[src/rtl/count1s_sched.sv]
// count1s_sched: four requesters share one popcount unit through a
// round-robin arbiter. Each grant returns the byte's popcount and the
// requester's updated saturating running total.

// Combinational popcount of one byte.
module count1s (
  input  logic [7:0] data_i,
  output logic [3:0] count_o
);

  // Sum the set bits of the byte.
  always_comb begin
    count_o = '0;
    for (int i = 0; i < 8; i++) begin
      count_o = count_o + {3'b000, data_i[i]};
    end
  end

endmodule

module count1s_sched #(
  parameter int TOT_W = 8
) (
  input  logic             i_clk,
  input  logic             i_rst_n,
  input  logic [3:0]       i_req,
  input  logic [31:0]      i_data,
  input  logic [3:0]       i_clr,
  output logic [3:0]       o_ack,
  output logic             o_valid,
  output logic [1:0]       o_id,
  output logic [3:0]       o_count,
  output logic [TOT_W-1:0] o_total
);

  logic [3:0]       ack_q, ack_d;
  logic             valid_q, valid_d;
  logic [1:0]       id_q, id_d;
  logic [3:0]       count_q, count_d;
  logic [TOT_W-1:0] total_q, total_d;
  logic [1:0]       ptr_q, ptr_d;
  logic [TOT_W-1:0] tot_q [4];
  logic [TOT_W-1:0] tot_d [4];

  logic [3:0]       elig;
  logic             gnt_vld;
  logic [1:0]       gnt_id;
  logic [1:0]       cand;
  logic [7:0]       sel_byte;
  logic [3:0]       pop;
  logic [TOT_W-1:0] base;
  logic [TOT_W:0]   sum;
  logic [TOT_W-1:0] new_tot;

  // Round-robin pick starting at the pointer; the requester acked this
  // cycle is masked so it cannot be granted twice for the same byte.
  always_comb begin
    elig    = i_req & ~ack_q;
    gnt_vld = 1'b0;
    gnt_id  = ptr_q;
    cand    = ptr_q;
    for (int i = 0; i < 4; i++) begin
      cand = ptr_q + 2'(i);
      if (!gnt_vld && elig[cand]) begin
        gnt_vld = 1'b1;
        gnt_id  = cand;
      end
    end
  end

  assign sel_byte = i_data[{gnt_id, 3'b000} +: 8];

  count1s u_pop (
    .data_i  (sel_byte),
    .count_o (pop)
  );

  // Granted requester's new total: clear takes effect before the add,
  // and the sum sticks at all-ones instead of wrapping.
  always_comb begin
    base    = i_clr[gnt_id] ? '0 : tot_q[gnt_id];
    sum     = {1'b0, base} + {{(TOT_W-3){1'b0}}, pop};
    new_tot = sum[TOT_W] ? '1 : sum[TOT_W-1:0];
  end

  // Next-state for result registers, pointer and per-requester totals.
  always_comb begin
    ack_d   = '0;
    valid_d = gnt_vld;
    id_d    = id_q;
    count_d = count_q;
    total_d = total_q;
    ptr_d   = ptr_q;
    if (gnt_vld) begin
      ack_d   = 4'b0001 << gnt_id;
      id_d    = gnt_id;
      count_d = pop;
      total_d = new_tot;
      ptr_d   = gnt_id + 2'd1;
    end
    for (int k = 0; k < 4; k++) begin
      tot_d[k] = tot_q[k];
      if (gnt_vld && gnt_id == 2'(k)) begin
        tot_d[k] = new_tot;
      end else if (i_clr[k]) begin
        tot_d[k] = '0;
      end
    end
  end

  // State registers; reset drops any grant that was about to register.
  always_ff @(posedge i_clk or negedge i_rst_n) begin
    if (!i_rst_n) begin
      ack_q   <= '0;
      valid_q <= 1'b0;
      id_q    <= '0;
      count_q <= '0;
      total_q <= '0;
      ptr_q   <= '0;
      for (int k = 0; k < 4; k++) begin
        tot_q[k] <= '0;
      end
    end else begin
      ack_q   <= ack_d;
      valid_q <= valid_d;
      id_q    <= id_d;
      count_q <= count_d;
      total_q <= total_d;
      ptr_q   <= ptr_d;
      for (int k = 0; k < 4; k++) begin
        tot_q[k] <= tot_d[k];
      end
    end
  end

  assign o_ack   = ack_q;
  assign o_valid = valid_q;
  assign o_id    = id_q;
  assign o_count = count_q;
  assign o_total = total_q;

endmodule
[config.mk]
export PLATFORM = sky130hd
export DESIGN_NAME = count1s_sched
export DESIGN_NICKNAME = d
export VERILOG_FILES = /design/src/rtl/count1s_sched.sv
export SDC_FILE = /design/constraint.sdc
export NUM_CORES = 1
export LEC_CHECK = 0
export BUFFER_PORTS_ARGS = -buffer_cell sky130_fd_sc_hd__buf_2
export CORE_ASPECT_RATIO = 2
export CORE_MARGIN = 2
export CORE_UTILIZATION = 55
export DETAILED_ROUTE_END_ITERATION = 7
export GPL_TIMING_DRIVEN = 0
export PLACE_DENSITY = 0.78
export RECOVER_POWER = 50
export SYNTH_ARGS = -nofsm -noshare
export SYNTH_HDL_FRONTEND = slang
export SYNTH_SLANG_ARGS = --single-unit
[constraint.sdc]
create_clock -name i_clk -period 12.9 [get_ports i_clk]
set_input_delay 0.645 -clock i_clk [delete_from_list [all_inputs] [get_ports i_clk]]
set_output_delay 0.645 -clock i_clk [all_outputs]
set_load 0.03 [all_outputs]
==> Word level (Yosys, flattened, before mapping) <==
Index checks and enable logic that the tools add are counted.
Widths: inputs -> output; s select.
{ "word_totals": {"register_bits": 53, "inputBits": 42, "out_inout_bits": 19, "wordCells": 82} }
{ "classes": {"n_addsub": 12, "order_cmp": 6, "n_eq_ne": 3, "shift": 2, "muxes": 31, "bitwise": 3, "reduce_logical": 15} }
{ "op_table": {"columns": ["cell", "n"], "rows": [
  ["$mux 8", 12],
  ["$shiftx 32x6->8", 1],
  ["$add 4x1->4", 6],
  ["$bmux 8 s2", 1],
  ["$lt 2x3->1 const B", 5],
  ["$bmux 1 s2", 5],
  ["$add 8x4->9", 1],
  ["$mux 1", 9],
  ["$reduce_bool 2->1", 4],
  ["$logic_and 1x1->1", 7],
  ["$mux 2", 3],
  ["$add 2x1->2 const B", 2],
  ["$add 2x2->2 const B", 2],
  ["$and 4x4->4", 1],
  ["$eq 2x2->1 const B", 2],
  ["$mux 4", 1],
  ["$not 4->4", 1],
  ["$shl 1x2->4 const A", 1],
  ["$ge 3x3->1 const B", 1],
  ["$logic_not 1->1", 3],
  ["$not 2->3", 1],
  ["$add 1x1->2", 1],
  ["$eq 2x1->1 const B", 1],
  ["$logic_not 2->1", 1]
]} }

==> Depth between registers and ports, before layout <==
{ "logic_depth": {"depth_word": 25, "depth_mapped": 26, "depth_no_buf": 23} }

==> Modules after synthesis <==
A second synthesis with hierarchy kept.
{ "hier_totals": {"cells_unflattened": 338, "hier_area_um2": 3205.6} }
{ "by_module_without_submodules": {"columns": ["module", "n_inst", "cells_each", "area_each_um2", "seq_area_each_um2"], "rows": [
  ["count1s_sched", 1, 314, 3015.4, 1326.3],
  ["count1s", 1, 24, 190.2, 0.0]
]} }

==> Worst setup path after synthesis <==
Ideal clock, no wire load.
{ "synth_timing": {"path_kind": "input -> register", "start": "in i_req[3]", "end": "reg tot_q[10] (netlist name)", "setup_time_ps": 83, "t_arrival_ps": 6522, "t_required_ps": 12817, "path_slack_ps": 6296, "stages": 26, "path_buffers": 3, "cell_sequence": "nor2b_1 -> clkbuf_1 -> o21ai_0 -> o31ai_4 -> inv_2 -> clkbuf_1 -> clkbuf_1 -> nand2_1 -> and3_1 -> a31oi_1 -> ha_1 -> fa_1 -> inv_1 -> fa_1 -> inv_1 -> fa_1 -> fa_1 -> xor2_1 -> ha_1 -> a21o_1 -> a21o_1 -> o21ai_0 -> o22a_1 -> nor4_4 -> nor2_1 -> o21ai_0"} }
{ "synth_between": {"elab_chain_cells": 24, "word_cells_on_any_way": 43, "cone_classes": "add/sub: 8; eq/ne: 1; shift: 1; mux: 23; bitwise: 2; reduce/logical: 8"} }
{ "synth_rtl": {"columns": ["element", "line", "source"], "rows": [
  ["from (decl)", "26", "input logic [3:0] i_req,"],
  ["$and 4x4->4 *", "58", "elig = i_req & ~ack_q;"],
  ["$bmux 1 s2", "64", "if (!gnt_vld && elig[cand]) begin"],
  ["$mux 1 (not written as such)", "64", null],
  ["$mux 1", "64", null],
  ["$logic_not 1->1", "64", null],
  ["$logic_and 1x1->1", "64", null],
  ["$mux 1", "64", null],
  ["$logic_not 1->1", "64", null],
  ["[... 5 more ...]", null, null],
  ["$shiftx 32x6->8 *", "71", "assign sel_byte = i_data[{gnt_id, 3'b000} +: 8];"],
  ["$add 1x1->2", "15", "count_o = count_o + {3'b000, data_i[i]};"],
  ["$add 4x1->4 (5 in series)", "15", null],
  ["$add 4x1->4 *", "15", null],
  ["net pop[2]", "50", "logic [3:0] pop;"],
  ["$add 8x4->9 *", "82", "sum = {1'b0, base} + {{(TOT_W-3){1'b0}}, pop};"],
  ["$mux 8 *", "83", "new_tot = sum[TOT_W] ? '1 : sum[TOT_W-1:0];"],
  ["$mux 8 *", "103", "if (gnt_vld && gnt_id == 2'(k)) begin"],
  ["to (signal, indexed assignment)", "131", "tot_q[k] <= tot_d[k];"],
  ["to (decl)", "42", "logic [TOT_W-1:0] tot_q [4];"]
]} }
Mark *: on every way through the listed nets, which the timed path passes. The rest lies on a longest branch. The select of a mux whose other input is x is not followed.
A chain may end at the register's enable or synchronous reset.

==> Worst setup path after layout <==
{ "layout_timing": {"start": "in i_req[3]", "end": "reg tot_q[2] (netlist name)"} }
Same word-level chain as after synthesis.

==> results.py <==
metrics = {
    "clock_tree": {
        "numCtsBuffers": 5,
        "clkLatencyLatePin_ns": 0.30,
        "clock_path_buffers": 2,
        "cts_root_buf": "clkbuf_16",
        "h-tree-depth": 2,
        "post-cts-setup-buffers": 0,
        "clock_sinks": 53,
        "clk_pin_slew_ns": 0.07,
        "ctsResizeCount": 0,
        "cts_hold_buf": 0,
        "cts_tree": "done",
    },
    "floorplan": {
        "pin_count": 61,
        "die_w_um": 58.2,
        "die_h_um": 112,
        "start_util_pct": 56.6,
        "rows": 39,
        "fp.dieArea_sq_um": 6540,
        "coreArea_sq_um": 5710,
    },
    "min_path": {
        "min_path_cells": 2,
        "min_from": "o_count[0]$_DFFE_PN0N_",
        "holdCritPathClass": "flop to flop",
    },
    "timing": {
        "grt_setup_unrepaired": "no",
        "fmax_ghz": 0.130,
        "final_hold_viol_count": 0,
        "report.final.slew_viol_count": 54,
        "worst_slew_pin_slew_ns": 2.76,
        "setup_violations": 0,
        "period_minus_slack_ns": 7.67,
        "fin_setup_tns_ns": 0,
        "finalCritPeriodShare_pct": 59.5,
        "clock_skew_ns": 0.00287,
        "slew_headroom_pct": -83.8,
    },
    "worst_setup_path": {
        "cp.required_ns": 13.11,
        "arrival_ns": 7.88,
        "crit_fanout": 10,
        "crit_start": "i_req[3]",
        "worstSetupStartpointType": "primary input",
        "timing.rr.start": "o_ack[3]$_DFF_PN0_",
        "ff2ff_path_depth": 26,
        "worst-setup-path-type": "primary input to flop",
        "timing.critical_path.to_type": "flop",
    },
    "logic_synthesis": {
        "synth_compound_area_share_pct": 17.7,
        "async_flop_share_pct": 100,
        "synth.cell_area_sq_um": 3230,
        "syn_area_per_cell_sq_um": 8.83,
        "netlist_top_cells_area": "dfrtp_1 (41%), nand2_1 (7.7%), o21ai_0 (4.5%)",
        "synth_warnings": 0,
        "synth-main-ff-cell": "dfrtp_1",
        "synth_top_area_share_pct": 41.1,
        "synth.area.mux_share_pct": 5.46,
        "synth_fa_ha_area_share_pct": 7.36,
        "yosysSeqAreaShare_pct": 41.1,
        "synth_top_area_cell": "dfrtp_1",
        "synth_xor_area_share_pct": 1.08,
        "synth_top_family_by_area": "simple AND/OR/NAND/NOR gates",
        "synthCells": 366,
        "synth_most_common_cell": "nand2_1",
        "synth_edf_count": 0,
        "synth-seq-cells": 53,
        "synthTopCellsByCount": "nand2_1 (66), dfrtp_1 (53), o21ai_0 (29), nor2_1 (26), nand3_1 (20)",
        "syn_nets": 424,
        "synth-simple-area-share_pct": 23.4,
        "ys_types": 43,
    },
    "layout": {
        "nNetsFinal": 491,
        "multi_input_area_sq_um": 1780,
        "nFillCells": 505,
        "register_area_sq_um": 1330,
        "drive_gt1_share_pct": 14.1,
        "antenna_cells": 0,
        "syn_to_final_growth_pct": 15.4,
        "utilization_pct": 65.3,
        "finalInstanceArea_sq_um": 3730,
        "fin_cells": 495,
    },
    "route": {
        "routedWlPerCell_um": 18.2,
        "drtAntennaViolNets": 0,
        "drt-total-wl_um": 9000,
        "vias": 3050,
        "drtIter0Drc": 173,
        "dr.pass1.iters": 5,
        "drc": 0,
        "vias_per_cell": 6.16,
    },
    "grt": {
        "antenna_found_initial": 0,
        "grt_pass1_wl_um": 14700,
        "grt-ovfl-total": 0,
        "grt_max_degree": 54,
        "track_usage_pct": 30.2,
        "grt_pass1_vias": 3106,
    },
    "outcome": {
        "status": "complete, but fails checks",
        "violations": "capacitance limit, slew limit",
    },
    "placed_design": {
        "dpl.hpwl_um": 6880,
        "place.gp.congestion": 0.927,
        "port_buffers": 60,
        "dp.cells": 487,
        "place_area_sq_um": 3610,
    },
    "run": {
        "max_cap_violations": 1,
    },
}
==> cells by family (layout without fill, tap and decap cells) <==
group / Yosys count / in the layout
buf+inv: 33 / 101
xor+xnor: 4 / 4
fa+ha+maj: 16 / 16
mux: 17 / 17
compound gates: 86 / 86
flops: 53 / 53
simple gates: 157 / 157
==> state kept, by name, summed over array words and instances, names as in the netlist <==
| signal | count |
|---|---|
| o_id | 2 |
| ptr_q | 2 |
| tot_q | 32 |
| o_total | 8 |
| o_count | 4 |
| o_ack | 4 |
| o_valid | 1 |
==> critical path, cell delays in order <==
cell and delay (ns):
buf_2 0.10, nor2b_1 0.12, clkbuf_1 0.17, o21ai_0 0.42, o31ai_4 0.26, inv_2 0.13, clkbuf_1 0.43, clkbuf_1 0.50
nand2_1 0.10, and3_1 0.20, a31oi_1 0.15, ha_1 0.28, fa_1 0.58, inv_1 0.07, fa_1 0.53, inv_1 0.05
fa_1 0.47, fa_1 0.41, xor2_1 0.19, ha_1 0.34, a21o_1 0.13, a21o_1 0.23, o21ai_0 0.13, o22a_1 0.24
nor4_4 0.53, nor2_1 0.23, o21ai_0 0.22
==> worst paths after layout <==
check	to	slack, ns
max	tot_q[2]$_DFFE_PN0P_	5.23
max in group asynchronous	tot_q[11]$_DFFE_PN0P_	10.11
min reg2reg	o_count[0]$_DFFE_PN0N_	0.47
min in group asynchronous	tot_q[22]$_DFFE_PN0P_	1.22
max reg2reg	tot_q[2]$_DFFE_PN0P_	5.38
min	o_count[0]$_DFFE_PN0N_	0.47
==> cell type report <==
type	count	share of cell area, %
Multi-Input combinational cell	280	47.7
Sequential cell	53	35.6
Timing Repair Buffer	60	7.48
Clock buffer	5	3.36
Tap cell	61	2.05
Buffer	18	1.91
Inverter	15	1.51
Clock inverter	3	0.470
==> through the flow <==
| step | hold WS, ns | setup WS (ns) |
|---|---|---|
| floorplan | 0.349 | 6.30 |
| global placement | 0.448 | 5.16 |
| detailed placement | 0.459 | 5.00 |
| CTS | 0.474 | 5.24 |
| global route | 0.509 | 4.72 |
| finish | 0.472 | 5.23 |
==> routing by layer <==
layer | vias up | track usage (%) | wire (um) | share of wire (%)
li1 | 1429 | - | - | -
met1 | 1447 | 31.0 | 3060 | 34
met2 | 132 | 54.5 | 4790 | 53
met3 | 42 | 3.57 | 448 | 5.0
met4 | 0 | 20.6 | 693 | 7.7
met5 | - | 0 | 0 | 0
==> layout by cell type (no fill, tap or decap), types with 2 or more instances in the layout <==
cell | synthesis | routed
o311ai_0 | 2 | 2
nand2_1 | 66 | 66
nor2_1 | 26 | 26
clkbuf_16 | 0 | 5
clkinv_2 | 0 | 2
nand3b_1 | 12 | 12
dfrtp_1 | 53 | 53
nor3_1 | 3 | 3
nand3_1 | 20 | 20
nand2b_1 | 3 | 3
nor2b_1 | 10 | 10
a22oi_1 | 2 | 2
o31ai_1 | 9 | 9
a21o_1 | 6 | 6
o21ai_0 | 29 | 29
a21oi_1 | 13 | 13
ha_1 | 11 | 11
a311oi_1 | 6 | 6
inv_1 | 14 | 14
and3_1 | 11 | 11
or3_1 | 3 | 3
mux2i_1 | 12 | 12
mux2_2 | 5 | 5
clkbuf_1 | 17 | 34
buf_2 | 0 | 43
fa_1 | 5 | 5
a31oi_1 | 6 | 6
xor2_1 | 3 | 3
o22a_1 | 2 | 2
Power is not shown: default switching activity piles up to over one toggle a cycle in this logic, so the estimate is an artifact.
